==> config.mk <==
export PLATFORM = sky130hd
export DESIGN_NAME = ext_bus_master_flat
export DESIGN_NICKNAME = d
export VERILOG_FILES = /design/src/rtl/ext_bus_pkg.sv /design/src/rtl/ext_bus_master_if.sv /design/src/rtl/ext_bus_timer.sv /design/src/rtl/ext_bus_master.sv /design/src/flat_wrapper.sv
export SDC_FILE = /design/constraint.sdc
export NUM_CORES = 1
export LEC_CHECK = 0
export BUFFER_PORTS_ARGS = -buffer_cell sky130_fd_sc_hd__buf_2
export CORE_ASPECT_RATIO = 1.1
export CORE_MARGIN = 2
export CORE_UTILIZATION = 28
export DETAILED_ROUTE_END_ITERATION = 8
export PLACE_DENSITY_LB_ADDON = 0.3
export SLEW_MARGIN = 0
export SYNTH_ARGS = -nofsm -noshare
export SYNTH_HDL_FRONTEND = slang
export SYNTH_SLANG_ARGS = --single-unit
==> constraint.sdc <==
create_clock -name clk -period 1.6 [get_ports clk]
set_input_delay 0 -clock clk [delete_from_list [all_inputs] [get_ports clk]]
set_output_delay 0 -clock clk [all_outputs]
set_load 0.02 [all_outputs]
==> src/rtl/ext_bus_pkg.sv <==
// Shared definitions for the external bus master: FSM states, default sizes
// and a saturating counter helper.
package ext_bus_pkg;

  localparam int unsigned DEF_WIDTH      = 32;
  localparam int unsigned DEF_ADDR_WIDTH = 8;
  localparam int unsigned DEF_TIMEOUT    = 16;

  typedef enum logic [1:0] {
    IDLE,
    REQ,
    WAIT,
    RSP
  } bus_state_e;

  function automatic logic [7:0] sat_inc8(input logic [7:0] v);
    return (v == 8'hFF) ? v : v + 8'd1;
  endfunction

endpackage

==> src/rtl/ext_bus_master_if.sv <==
// Command/response and external request/ack signals of the bus master.
// The master modport is the ext_bus_master view; slave is the surrounding logic.
interface ext_bus_master_if
  import ext_bus_pkg::*;
#(
  parameter int unsigned WIDTH      = DEF_WIDTH,
  parameter int unsigned ADDR_WIDTH = DEF_ADDR_WIDTH
);

  logic                  cmd_valid;
  logic                  cmd_ready;
  logic                  cmd_is_wr;
  logic [ADDR_WIDTH-1:0] cmd_addr;
  logic [WIDTH-1:0]      cmd_wr_data;
  logic [WIDTH-1:0]      cmd_wr_biten;

  logic                  rsp_valid;
  logic                  rsp_ready;
  logic                  rsp_is_wr;
  logic [WIDTH-1:0]      rsp_rd_data;
  logic                  rsp_err;

  logic                  req;
  logic                  req_is_wr;
  logic [ADDR_WIDTH-1:0] addr;
  logic [WIDTH-1:0]      wr_data;
  logic [WIDTH-1:0]      wr_biten;
  logic                  rd_ack;
  logic [WIDTH-1:0]      rd_data;
  logic                  wr_ack;

  modport master (
    input  cmd_valid, cmd_is_wr, cmd_addr, cmd_wr_data, cmd_wr_biten,
    input  rsp_ready, rd_ack, rd_data, wr_ack,
    output cmd_ready, rsp_valid, rsp_is_wr, rsp_rd_data, rsp_err,
    output req, req_is_wr, addr, wr_data, wr_biten
  );

  modport slave (
    output cmd_valid, cmd_is_wr, cmd_addr, cmd_wr_data, cmd_wr_biten,
    output rsp_ready, rd_ack, rd_data, wr_ack,
    input  cmd_ready, rsp_valid, rsp_is_wr, rsp_rd_data, rsp_err,
    input  req, req_is_wr, addr, wr_data, wr_biten
  );

endinterface

==> src/rtl/ext_bus_timer.sv <==
// Ack wait counter: cleared before each wait phase, counts unacknowledged
// wait cycles and flags the cycle in which the count reaches TIMEOUT.
module ext_bus_timer
  import ext_bus_pkg::*;
#(
  parameter int unsigned TIMEOUT = DEF_TIMEOUT
) (
  input  logic clk,
  input  logic rst,
  input  logic clear,
  input  logic enable,
  output logic expired
);

  logic [7:0] cnt;

  always_ff @(posedge clk) begin
    if (!rst || clear) begin
      cnt <= '0;
    end else if (enable) begin
      cnt <= cnt + 8'd1;
    end
  end

  // enable already excludes a matching ack, so an ack in the final cycle wins
  assign expired = enable && (cnt == 8'(TIMEOUT - 1));

endmodule

==> src/rtl/ext_bus_master.sv <==
// Single-outstanding external bus master: accepts one command, issues a
// one-cycle request, waits for the matching ack or a timeout, returns a response.
module ext_bus_master
  import ext_bus_pkg::*;
#(
  parameter int unsigned WIDTH      = DEF_WIDTH,
  parameter int unsigned ADDR_WIDTH = DEF_ADDR_WIDTH,
  parameter int unsigned TIMEOUT    = DEF_TIMEOUT
) (
  input  logic                 clk,
  input  logic                 rst,
  ext_bus_master_if.master     bus,
  output logic [7:0]           timeout_cnt
);

  bus_state_e state;
  logic       match_ack;
  logic       timer_clear;
  logic       timer_enable;
  logic       expired;

  // req_is_wr doubles as the registered command direction
  assign match_ack    = bus.req_is_wr ? bus.wr_ack : bus.rd_ack;
  assign timer_clear  = (state == REQ);
  assign timer_enable = (state == WAIT) && !match_ack;

  ext_bus_timer #(
    .TIMEOUT (TIMEOUT)
  ) u_timer (
    .clk     (clk),
    .rst     (rst),
    .clear   (timer_clear),
    .enable  (timer_enable),
    .expired (expired)
  );

  always_ff @(posedge clk) begin
    if (!rst) begin
      state           <= IDLE;
      bus.cmd_ready   <= 1'b1;
      bus.req         <= 1'b0;
      bus.req_is_wr   <= 1'b0;
      bus.addr        <= '0;
      bus.wr_data     <= '0;
      bus.wr_biten    <= '0;
      bus.rsp_valid   <= 1'b0;
      bus.rsp_is_wr   <= 1'b0;
      bus.rsp_rd_data <= '0;
      bus.rsp_err     <= 1'b0;
      timeout_cnt     <= '0;
    end else begin
      case (state)
        IDLE: begin
          if (bus.cmd_valid) begin
            bus.cmd_ready <= 1'b0;
            bus.req       <= 1'b1;
            bus.req_is_wr <= bus.cmd_is_wr;
            bus.addr      <= bus.cmd_addr;
            bus.wr_data   <= bus.cmd_is_wr ? bus.cmd_wr_data  : '0;
            bus.wr_biten  <= bus.cmd_is_wr ? bus.cmd_wr_biten : '0;
            state         <= REQ;
          end
        end
        REQ: begin
          bus.req <= 1'b0;
          state   <= WAIT;
        end
        WAIT: begin
          if (match_ack) begin
            bus.rsp_valid   <= 1'b1;
            bus.rsp_is_wr   <= bus.req_is_wr;
            bus.rsp_rd_data <= bus.req_is_wr ? '0 : bus.rd_data;
            bus.rsp_err     <= 1'b0;
            state           <= RSP;
          end else if (expired) begin
            bus.rsp_valid   <= 1'b1;
            bus.rsp_is_wr   <= bus.req_is_wr;
            bus.rsp_rd_data <= '0;
            bus.rsp_err     <= 1'b1;
            timeout_cnt     <= sat_inc8(timeout_cnt);
            state           <= RSP;
          end
        end
        RSP: begin
          if (bus.rsp_ready) begin
            bus.rsp_valid <= 1'b0;
            bus.cmd_ready <= 1'b1;
            state         <= IDLE;
          end
        end
        default: state <= IDLE;
      endcase
    end
  end

endmodule

==> src/flat_wrapper.sv <==
// flat-port wrapper written by rule: the top's interface ports become plain ports
module ext_bus_master_flat import ext_bus_pkg::*;
#(
  parameter int unsigned WIDTH      = DEF_WIDTH,
  parameter int unsigned ADDR_WIDTH = DEF_ADDR_WIDTH,
  parameter int unsigned TIMEOUT    = DEF_TIMEOUT
)
  (clk, rst, timeout_cnt, bus_cmd_valid, bus_cmd_is_wr, bus_cmd_addr, bus_cmd_wr_data, bus_cmd_wr_biten, bus_rsp_ready, bus_rd_ack, bus_rd_data, bus_wr_ack, bus_cmd_ready, bus_rsp_valid, bus_rsp_is_wr, bus_rsp_rd_data, bus_rsp_err, bus_req, bus_req_is_wr, bus_addr, bus_wr_data, bus_wr_biten);
  ext_bus_master_if #(.WIDTH(WIDTH), .ADDR_WIDTH(ADDR_WIDTH)) bus_i ();
  input  logic clk;
  input  logic rst;
  output logic [7:0] timeout_cnt;
  input wire logic [$bits(bus_i.cmd_valid)-1:0] bus_cmd_valid;
  input wire logic [$bits(bus_i.cmd_is_wr)-1:0] bus_cmd_is_wr;
  input wire logic [$bits(bus_i.cmd_addr)-1:0] bus_cmd_addr;
  input wire logic [$bits(bus_i.cmd_wr_data)-1:0] bus_cmd_wr_data;
  input wire logic [$bits(bus_i.cmd_wr_biten)-1:0] bus_cmd_wr_biten;
  input wire logic [$bits(bus_i.rsp_ready)-1:0] bus_rsp_ready;
  input wire logic [$bits(bus_i.rd_ack)-1:0] bus_rd_ack;
  input wire logic [$bits(bus_i.rd_data)-1:0] bus_rd_data;
  input wire logic [$bits(bus_i.wr_ack)-1:0] bus_wr_ack;
  output wire logic [$bits(bus_i.cmd_ready)-1:0] bus_cmd_ready;
  output wire logic [$bits(bus_i.rsp_valid)-1:0] bus_rsp_valid;
  output wire logic [$bits(bus_i.rsp_is_wr)-1:0] bus_rsp_is_wr;
  output wire logic [$bits(bus_i.rsp_rd_data)-1:0] bus_rsp_rd_data;
  output wire logic [$bits(bus_i.rsp_err)-1:0] bus_rsp_err;
  output wire logic [$bits(bus_i.req)-1:0] bus_req;
  output wire logic [$bits(bus_i.req_is_wr)-1:0] bus_req_is_wr;
  output wire logic [$bits(bus_i.addr)-1:0] bus_addr;
  output wire logic [$bits(bus_i.wr_data)-1:0] bus_wr_data;
  output wire logic [$bits(bus_i.wr_biten)-1:0] bus_wr_biten;
  assign bus_i.cmd_valid = bus_cmd_valid;
  assign bus_i.cmd_is_wr = bus_cmd_is_wr;
  assign bus_i.cmd_addr = bus_cmd_addr;
  assign bus_i.cmd_wr_data = bus_cmd_wr_data;
  assign bus_i.cmd_wr_biten = bus_cmd_wr_biten;
  assign bus_i.rsp_ready = bus_rsp_ready;
  assign bus_i.rd_ack = bus_rd_ack;
  assign bus_i.rd_data = bus_rd_data;
  assign bus_i.wr_ack = bus_wr_ack;
  assign bus_cmd_ready = bus_i.cmd_ready;
  assign bus_rsp_valid = bus_i.rsp_valid;
  assign bus_rsp_is_wr = bus_i.rsp_is_wr;
  assign bus_rsp_rd_data = bus_i.rsp_rd_data;
  assign bus_rsp_err = bus_i.rsp_err;
  assign bus_req = bus_i.req;
  assign bus_req_is_wr = bus_i.req_is_wr;
  assign bus_addr = bus_i.addr;
  assign bus_wr_data = bus_i.wr_data;
  assign bus_wr_biten = bus_i.wr_biten;
  ext_bus_master #(.WIDTH(WIDTH), .ADDR_WIDTH(ADDR_WIDTH), .TIMEOUT(TIMEOUT)) u_core (.clk(clk), .rst(rst), .bus(bus_i), .timeout_cnt(timeout_cnt));
endmodule
==> results by group, run 1 <==
STA
  – Worst-Margin Slew: 0.524 ns
  – Layout Skew: 0.00623 ns
  – Crit share post-route: 101%
  – TNS Setup: -0.0194 ns
  – Rel. slew slack: 65.0%
  – Min cycle time layout: 1.61 ns
  – Final worst setup slack: -0.0125 ns
  – Final Slew Violations: 0
  – Hold_ws: 0.0140 ns
  – Peak Freq: 620 MHz
  – RSZ-0062 raised after global routing: yes
  – Final setup fails: 2
  – Final Hold Vio Count: 0

Synthesis
  – Mapped Cells: 608
  – Post-synth EDFFs: 0
  – Mapped Avg Cell Area: 8.25 um^2
  – Async S/R FF share, synth: 0%
  – Mapped Nets: 726
  – Cell area after synthesis: 5020 um^2
  – Sequential fraction of the synthesis area: 51.1%
  – FF+latch count, synth: 128
  – Top_reg_cell synth: dfxtp_1
  – Synth warn: 0
  – Distinct cells, synth: 41

Drt
  – Via Count: 5,537
  – WL per Instance: 13.9 um
  – DRC Markers: 0
  – Vias per Instance: 4.64
  – Remaining antenna violation count: 0
  – 1st-pass router iterations: 4
  – Final WL: 16,600 um
  – Iteration-0 DRC Markers: 259

Critical path
  – Crit Path Max Fanout: 6
  – Worst setup EP type: flop
  – Worst path bufs/invs: 0
  – Top delay family on crit path: simple AND/OR/NAND/NOR gates
  – Worst R2R Start: u_core.u_timer.cnt[1]
  – Crit path largest cell delay: 0.44 ns
  – CP startpoint kind: flop
  – R2R Setup Slk: -0.01 ns
  – CP Cell Sequence: ha_4 -> and4b_2 -> nand4_4 -> or4_4 -> a21oi_1
  – Crit. Startpoint: u_core.u_timer.cnt[1]
  – Crit path DAT: 1.96 ns
  – Worst Path Required: 1.94 ns
  – Critical-path top delay cell: or4_4
  – Crit Path Class: reg2reg

Placement
  – Placer Congestion: 0.759
  – Placement Cell Area: 6570 um^2
  – HPWL after DPL: 9760 um
  – I/O Buffers: 228

Layout
  – Share of layout cells above drive strength 1: 33.6%
  – Area grow syn2layout: 67.4%
  – Nets: 1,061
  – Most common cell after layout, fill and taps aside: buf_2
  – Most frequent cells in the layout: 228 x buf_2, 128 x nand2_1, 122 x dfxtp_1, 106 x dlygate4sd3_1, 85 x a21oi_1
  – Fin area: 8400 um^2
  – Antenna cell count: 0
  – Fill cells: 1,685

GRT
  – GR Util All Layers: 17.3%
  – Initial antenna violation count: 0
  – First-pass GRT wire length: 26,700 um
  – Largest net degree at the start of global routing: 71
  – Vias in the first global route: 5,362
  – Global route overflow: 0

Clocking
  – H-tree levels: 4
  – Clock latency on the worst-skew pair: 0.41 ns
  – CTS Buffer Depth: 2
  – Number of buffers created by CTS: 17
  – CTS tree: done
  – Clk root buf: clkbuf_16
  – CTS Sinks: 128
  – Reg clk slew, reported paths: 0.06 ns

Status
  – Outcome: finished with violations
  – Failing checks: negative setup slack

Power
  – Tot Pwr: 10.4 mW
  – LEAKAGE: 3.60 nW
  – Peak supply drop: 796 uV
  – Cell Pwr Density: 1240 nW/um^2

Floorplanning
  – Chip width: 132 um
  – Die H: 144 um
  – Initial Util: 28.5%
  – Core area: 17,600 um^2
  – Die area: 19,000 um^2
  – Num rows: 51
  – # IOs: 229

Worst hold path
  – Min-Delay Path Class: in2reg
  – Hold path start: bus_cmd_valid

Job
  – Maxcap violations: 0
## final timing paths
path	to	depth (start not counted)
setup / recovery	u_core.timeout_cnt[3]	5
hold / removal	u_core.bus.req_is_wr	4
setup reg to reg	u_core.timeout_cnt[3]	5
hold reg to reg	u_core.bus.rsp_rd_data[7]	2
## through the flow
step                utilization [%]  setup slack [ns]  std cells
global placement               37.3            -0.114       1051
global route                   47.7           -0.0608       1193
detailed placement             37.3            -0.148       1051
floorplan                         -           0.00366        608
finish                         47.7           -0.0125       1193
CTS                            47.1           -0.0217       1190
## routing by layer
metal | vias to the layer above | part of all wire (%) | global-route usage, %
li1 | 2793 | - | -
met1 | 2498 | 43 | 20.8
met2 | 218 | 47 | 28.9
met3 | 28 | 7.2 | 5.57
met4 | 0 | 2.0 | 6.81
met5 | - | 0 | 0
## registers in the layout (all words and copies together) (netlist names)
register                cells
u_core.bus.rsp_rd_data     32
u_core.u_timer.cnt          8
u_core.bus.wr_biten        32
u_core.bus.req_is_wr        1
u_core.bus.rsp_is_wr        1
u_core.state                2
u_core.bus.rsp_valid        1
u_core.bus.rsp_err          1
u_core.bus.cmd_ready        1
u_core.bus.req              1
u_core.timeout_cnt          8
u_core.bus.wr_data         32
u_core.bus.addr             8
## synth_stat cells, types with 2 or more instances
cell type,n,share of area (%)
a21oi_1,86,8.6
and2_1,4,0.50
buf_1,2,0.15
clkbuf_1,44,3.3
clkbuf_2,3,0.30
clkbuf_8,3,0.82
dfxtp_1,128,51
ha_1,7,1.7
inv_1,6,0.45
mux2i_1,3,0.60
nand2_1,129,9.7
nand2b_1,3,0.37
nand3_1,71,7.1
nand4_1,36,4.5
nor2_1,9,0.67
o21a_1,2,0.30
o21ai_0,37,3.7
o21ai_1,2,0.20
o31ai_1,3,0.45
o41ai_1,2,0.35
or3_1,2,0.25
or4_1,3,0.45
xor2_1,5,0.87
## worst min-delay path: cells and delay by family
family | cells | cell delay [ns]
and+or+nand+nor | 2 | 0.23
buffers and inverters | 1 | 0.10
AOI/OAI and AO/OA | 1 | 0.05
## report_power, final
group / switching [mW] / internal (mW)
clock: 1.49 / 2.52
combinational: 1.64 / 1.08
sequential: 0.160 / 3.50
total: 3.29 / 7.09
## cell type report
| type | count | area [um^2] | area share, % |
|---|---|---|---|
| repair buffers | 368 | 2590 | 30.9 |
| clock buffers | 21 | 492 | 5.86 |
| multi-input cells | 421 | 2290 | 27.2 |
| flip-flops and latches | 128 | 2570 | 30.7 |
| well taps | 238 | 298 | 3.55 |
| inverters | 7 | 26.3 | 0.313 |
| clock inverters | 10 | 124 | 1.47 |
## cells by family after synthesis
family                   Yosys count  synth area share [%]
AO/OA/AOI/OAI                    136                  14.3
XOR/XNOR                           5                 0.873
adder cells (fa/ha/maj)            7                  1.75
buffers and inverters             60                  5.26
flip-flops                       128                  51.1
multiplexers                       4                  1.05
AND/OR/NAND/NOR                  268                  25.7
## what timing repair did
| item | 4_1_cts | 5_1_grt |
|---|---|---|
| pin swaps | 5 | 4 |
| endpoints found under the setup margin | 11 | 56 |
| resized for setup | 7 | 32 |
| hold buffers | 106 | 0 |
| setup buffers | 1 | 2 |
| gates cloned | 1 | 1 |
| endpoints found under the hold margin | 105 | 0 |
No activity file was read; power rests on OpenSTA's default activity.
==> run 2, diff against run 1 <==
- CORE_MARGIN: 2 -> not set
- CTS_CLUSTER_SIZE: not set -> 10
- clock period: 1.6 -> 1.8 ns (I/O delays scaled with it)
==> results by group, run 2 (synthesis results as in run 1) <==
Status
  – Outcome: completed

Worst hold path
  – Min-Delay Path Class: in2reg

Critical path
  – Worst Path Required: 2.13 ns
  – CP startpoint kind: flop
  – Critical-path top delay cell: or4_1
  – Crit path DAT: 2.03 ns
  – Worst path bufs/invs: 0
  – Top delay family on crit path: simple AND/OR/NAND/NOR gates
  – Worst setup EP type: flop
  – Crit Path Max Fanout: 11
  – Crit Path Class: reg2reg
  – CP Cell Sequence: ha_1 -> and4b_2 -> nand4_4 -> or4_1 -> a21oi_1
  – Crit path largest cell delay: 0.54 ns

Power
  – LEAKAGE: 3.51 nW
  – Peak supply drop: 641 uV
  – Cell Pwr Density: 1150 nW/um^2

Drt
  – DRC Markers: 0
  – Via Count: 5,510
  – WL per Instance: 13.7 um
  – 1st-pass router iterations: 4
  – Vias per Instance: 4.69
  – Final WL: 16,100 um
  – Iteration-0 DRC Markers: 319
  – Remaining antenna violation count: 0

GRT
  – Global route overflow: 0
  – Initial antenna violation count: 0
  – Vias in the first global route: 5,125
  – Largest net degree at the start of global routing: 77
  – GR Util All Layers: 17.1%
  – First-pass GRT wire length: 25,100 um

STA
  – Final Hold Vio Count: 0
  – RSZ-0062 raised after global routing: no
  – Final worst setup slack: 0.106 ns
  – Final setup fails: 0
  – Final Slew Violations: 0
  – Hold_ws: 0.0656 ns
  – Peak Freq: 590 MHz
  – Worst-Margin Slew: 0.450 ns
  – Layout Skew: 0.0164 ns
  – Min cycle time layout: 1.69 ns
  – Crit share post-route: 94.1%
  – TNS Setup: 0 ns
  – Rel. slew slack: 69.9%

Clocking
  – Clk root buf: clkbuf_16
  – CTS Sinks: 128
  – CTS Buffer Depth: 2
  – H-tree levels: 4
  – CTS tree: done
  – Clock latency on the worst-skew pair: 0.42 ns
  – Reg clk slew, reported paths: 0.06 ns
  – Number of buffers created by CTS: 17

Placement
  – HPWL after DPL: 9690 um
  – Placer Congestion: 0.774
  – Pre-CTS setup slack: 0.0538 ns
  – I/O Buffers: 228
  – Placed cells: 1,034

Layout
  – Most common cell after layout, fill and taps aside: buf_2
  – Final non-filler cell total: 1,174
  – Nets: 1,045
  – Multi-input logic area: 2210 um^2
  – Most frequent cells in the layout: 228 x buf_2, 128 x nand2_1, 127 x dfxtp_1, 106 x dlygate4sd3_1, 86 x a21oi_1
  – Antenna cell count: 0
  – Top Registers: u_core.bus.rsp_rd_data: 32 flops, u_core.bus.wr_biten: 32 flops, u_core.bus.wr_data: 32 flops
  – Share of layout cells above drive strength 1: 30.9%
  – Area grow syn2layout: 63.4%
  – Final core occ: 47.5%
  – Sequential Area: 2560 um^2
  – Fill cells: 1,677

Job
  – Maxcap violations: 0

Floorplanning
  – Num rows: 50
  – Core area: 17,300 um^2
  – Chip width: 130 um
  – Die area: 18,500 um^2
  – Die H: 142 um
  – # IOs: 229
  – Initial Util: 29.1%
run 2: changes by cell type in the layout (fill, tap and decap cells not counted), sizes merged:
cell | previous run | this run
bufinv | 2 | 5
nand4 | 38 | 37
buf | 261 | 246
inv | 9 | 7
clkbuf | 22 | 24
clkinv | 4 | 2
run 2: final cells by class:
type	instances	area share (%)
inverters	7	0.321
clock inverters	9	2.18
clock buffers	23	5.83
repair buffers	353	29.9
multi-input cells	420	26.9
well taps	234	3.57
flip-flops and latches	128	31.3
run 2: worst paths after layout:
kind | start | to | slack (ns) | cells after the start
hold reg to reg | u_core.bus.rsp_rd_data[28] | u_core.bus.rsp_rd_data[28] | 0.44 | 2
setup reg to reg | u_core.u_timer.cnt[1] | u_core.timeout_cnt[4] | 0.11 | 5
setup / recovery | u_core.u_timer.cnt[1] | u_core.timeout_cnt[4] | 0.11 | 5
hold / removal | bus_wr_ack | u_core.timeout_cnt[2] | 0.07 | 4
run 2: metal layers:
layer | part of all wire [%] | wire length, um | vias up | global-route usage, %
li1 | - | - | 2760 | -
met1 | 45 | 7200 | 2515 | 20.6
met2 | 46 | 7430 | 212 | 27.8
met3 | 7.1 | 1140 | 23 | 5.49
met4 | 1.9 | 312 | 0 | 7.65
met5 | 0 | 0 | - | 0
run 2: repair_timing:
action / 4_1_cts / 5_1_grt
gates resized for setup: 0 / 4
hold buffers: 106 / 0
endpoints found under the hold margin: 105 / 0
buffers inserted: 0 / 1
setup endpoints to repair: 0 / 37
run 2: worst register-to-register path, stage by stage (launching register included):
cell and delay, ns:
dfxtp_1 0.34, ha_1 0.16, and4b_2 0.28, nand4_4 0.16
or4_1 0.54, a21oi_1 0.15
run 2: metrics by stage:
stage          cell area [um^2]  total power, mW
2_1_floorplan              5020             4.57
3_3_place_gp               6430             5.37
3_5_place_dp               6430             5.37
4_1_cts                    8150             9.42
5_1_grt                    8200             9.86
6_report                   8200             9.40
run 2: power breakdown:
group / total [mW] / switching (mW) / leakage [nW] / internal, mW
logic: 2.30 / 1.42 / 2.16 / 0.879
clock network: 3.84 / 1.27 / 0.314 / 2.57
registers: 3.25 / 0.148 / 1.04 / 3.11
==> run 3, diff against run 2 <==
- BUFFER_PORTS_ARGS: -buffer_cell sky130_fd_sc_hd__buf_2 -> -buffer_cell sky130_fd_sc_hd__buf_4
==> results by group, run 3 (synthesis results as in run 1) <==
Status
  – Outcome: completed

Critical path
  – CP Cell Sequence: ha_1 -> and4b_2 -> nand4_4 -> or4_1 -> a21oi_1
  – Crit Path Class: reg2reg
  – Crit path DAT: 2.06 ns
  – Worst setup EP type: flop
  – Worst path bufs/invs: 0
  – Worst Path Required: 2.14 ns
  – Critical-path top delay cell: or4_1
  – CP startpoint kind: flop
  – Crit Path Max Fanout: 7
  – Top delay family on crit path: simple AND/OR/NAND/NOR gates
  – Crit path largest cell delay: 0.52 ns

Power
  – Peak supply drop: 655 uV
  – LEAKAGE: 3.60 nW
  – P_sw: 2.90 mW
  – Flop pwr share: 34.2%
  – Clk pwr share: 39.9%
  – Cell Pwr Density: 1090 nW/um^2
  – Pint: 6.64 mW
  – Switching share of power: 30.4%
  – Logic pwr share: 25.9%

Drt
  – Via Count: 5,571
  – 1st-pass router iterations: 4
  – WL per Instance: 14.4 um
  – Iteration-0 DRC Markers: 309
  – DRC Markers: 0
  – Vias per Instance: 4.74
  – Remaining antenna violation count: 0
  – Final WL: 17,000 um

Floorplanning
  – Chip width: 130 um
  – Initial Util: 29.1%
  – Die area: 18,500 um^2
  – Die H: 142 um
  – # IOs: 229
  – Num rows: 50
  – Core area: 17,300 um^2

STA
  – RSZ-0062 raised after global routing: no
  – Final Slew Violations: 0
  – Final worst setup slack: 0.0780 ns
  – Peak Freq: 581 MHz
  – Crit share post-route: 95.7%
  – Final Hold Vio Count: 0
  – TNS Setup: 0 ns
  – Layout Skew: 0.00696 ns
  – Rel. slew slack: 69.7%
  – Min cycle time layout: 1.72 ns
  – Worst-Margin Slew: 0.454 ns
  – Final setup fails: 0

GRT
  – Initial antenna violation count: 0
  – Largest net degree at the start of global routing: 53
  – First-pass GRT wire length: 26,500 um
  – GR Util All Layers: 18.3%
  – Vias in the first global route: 5,394
  – Global route overflow: 0

Layout
  – Antenna cell count: 0
  – Top Registers: u_core.bus.rsp_rd_data: 32 flops, u_core.bus.wr_biten: 32 flops, u_core.bus.wr_data: 32 flops
  – Multi-input logic area: 2210 um^2
  – Share of layout cells above drive strength 1: 31.2%
  – Most common cell after layout, fill and taps aside: buf_4
  – Fill cells: 1,608
  – Sequential Area: 2560 um^2
  – Nets: 1,048
  – Most frequent cells in the layout: 244 x buf_4, 128 x nand2_1, 127 x dfxtp_1, 106 x dlygate4sd3_1, 86 x a21oi_1
  – Area grow syn2layout: 74.1%

Clocking
  – Clock latency on the worst-skew pair: 0.41 ns
  – H-tree levels: 4
  – Number of buffers created by CTS: 17
  – CTS Buffer Depth: 2
  – Clk root buf: clkbuf_16
  – CTS tree: done
  – CTS Sinks: 128
  – Reg clk slew, reported paths: 0.06 ns

Placement
  – Pre-CTS setup slack: 0.0290 ns
  – I/O Buffers: 228
  – HPWL after DPL: 9960 um
  – Placer Congestion: 0.786

Job
  – Maxcap violations: 0

Worst hold path
  – Min-Delay Path Class: in2reg
[run 3: routing by layer]
metal	wire, um	global-route usage [%]
met5	0	0
met4	318	7.41
met2	8270	31.1
met3	1260	5.90
met1	7130	21.1
[run 3: timing repair]
item,in CTS,in global routing
endpoints found under the setup margin,1,34
hold buffers,106,0
endpoints found under the hold margin,107,0
resized for setup,0,4
cloned,1,0
setup buffers,1,1
[run 3: path summary, 6_finish.rpt]
check | from | to | slack [ns] | depth (start not counted)
worst max-delay path | u_core.u_timer.cnt[1] | u_core.timeout_cnt[4] | 0.08 | 5
worst min-delay path | bus_cmd_is_wr | u_core.bus.req_is_wr | 0.05 | 3
worst max register to register | u_core.u_timer.cnt[1] | u_core.timeout_cnt[4] | 0.08 | 5
worst min register to register | u_core.bus.wr_biten[12] | u_core.bus.wr_biten[12] | 0.45 | 2
[run 3: cell type report]
type | instances | area share, %
inverters | 7 | 0.301
clock buffers | 18 | 5.03
clock inverters | 13 | 2.41
repair buffers | 355 | 34.3
multi-input cells | 421 | 25.3
well taps | 234 | 3.35
flip-flops and latches | 128 | 29.4
[run 3: through the flow]
stage	cells	instance area (um^2)	hold WS (ns)	power, mW	util, %
finish	1176	8730	0.0538	9.54	50.6
global route	1176	8730	0.0853	10.0	50.6
CTS	1175	8720	0.0422	9.62	50.5
detailed placement	1036	6990	0.248	5.58	40.5
global placement	1036	6990	0.241	5.58	40.5
floorplan	608	5020	0.136	4.57	-
[run 3: power by group through the flow]
stage	Sequential, mW	Combinational (mW)	Clock [mW]
4_1_cts	3.26	2.46	3.90
3_5_place_dp	3.31	2.26	0
2_1_floorplan	3.61	0.964	0
5_1_grt	3.29	2.68	4.03
3_3_place_gp	3.31	2.27	0
6_report	3.26	2.47	3.80
[run 3: worst min-delay path, stage by stage]
cell and delay, ns:
buf_4 0.25, nand2_1 0.11, a21oi_1 0.05
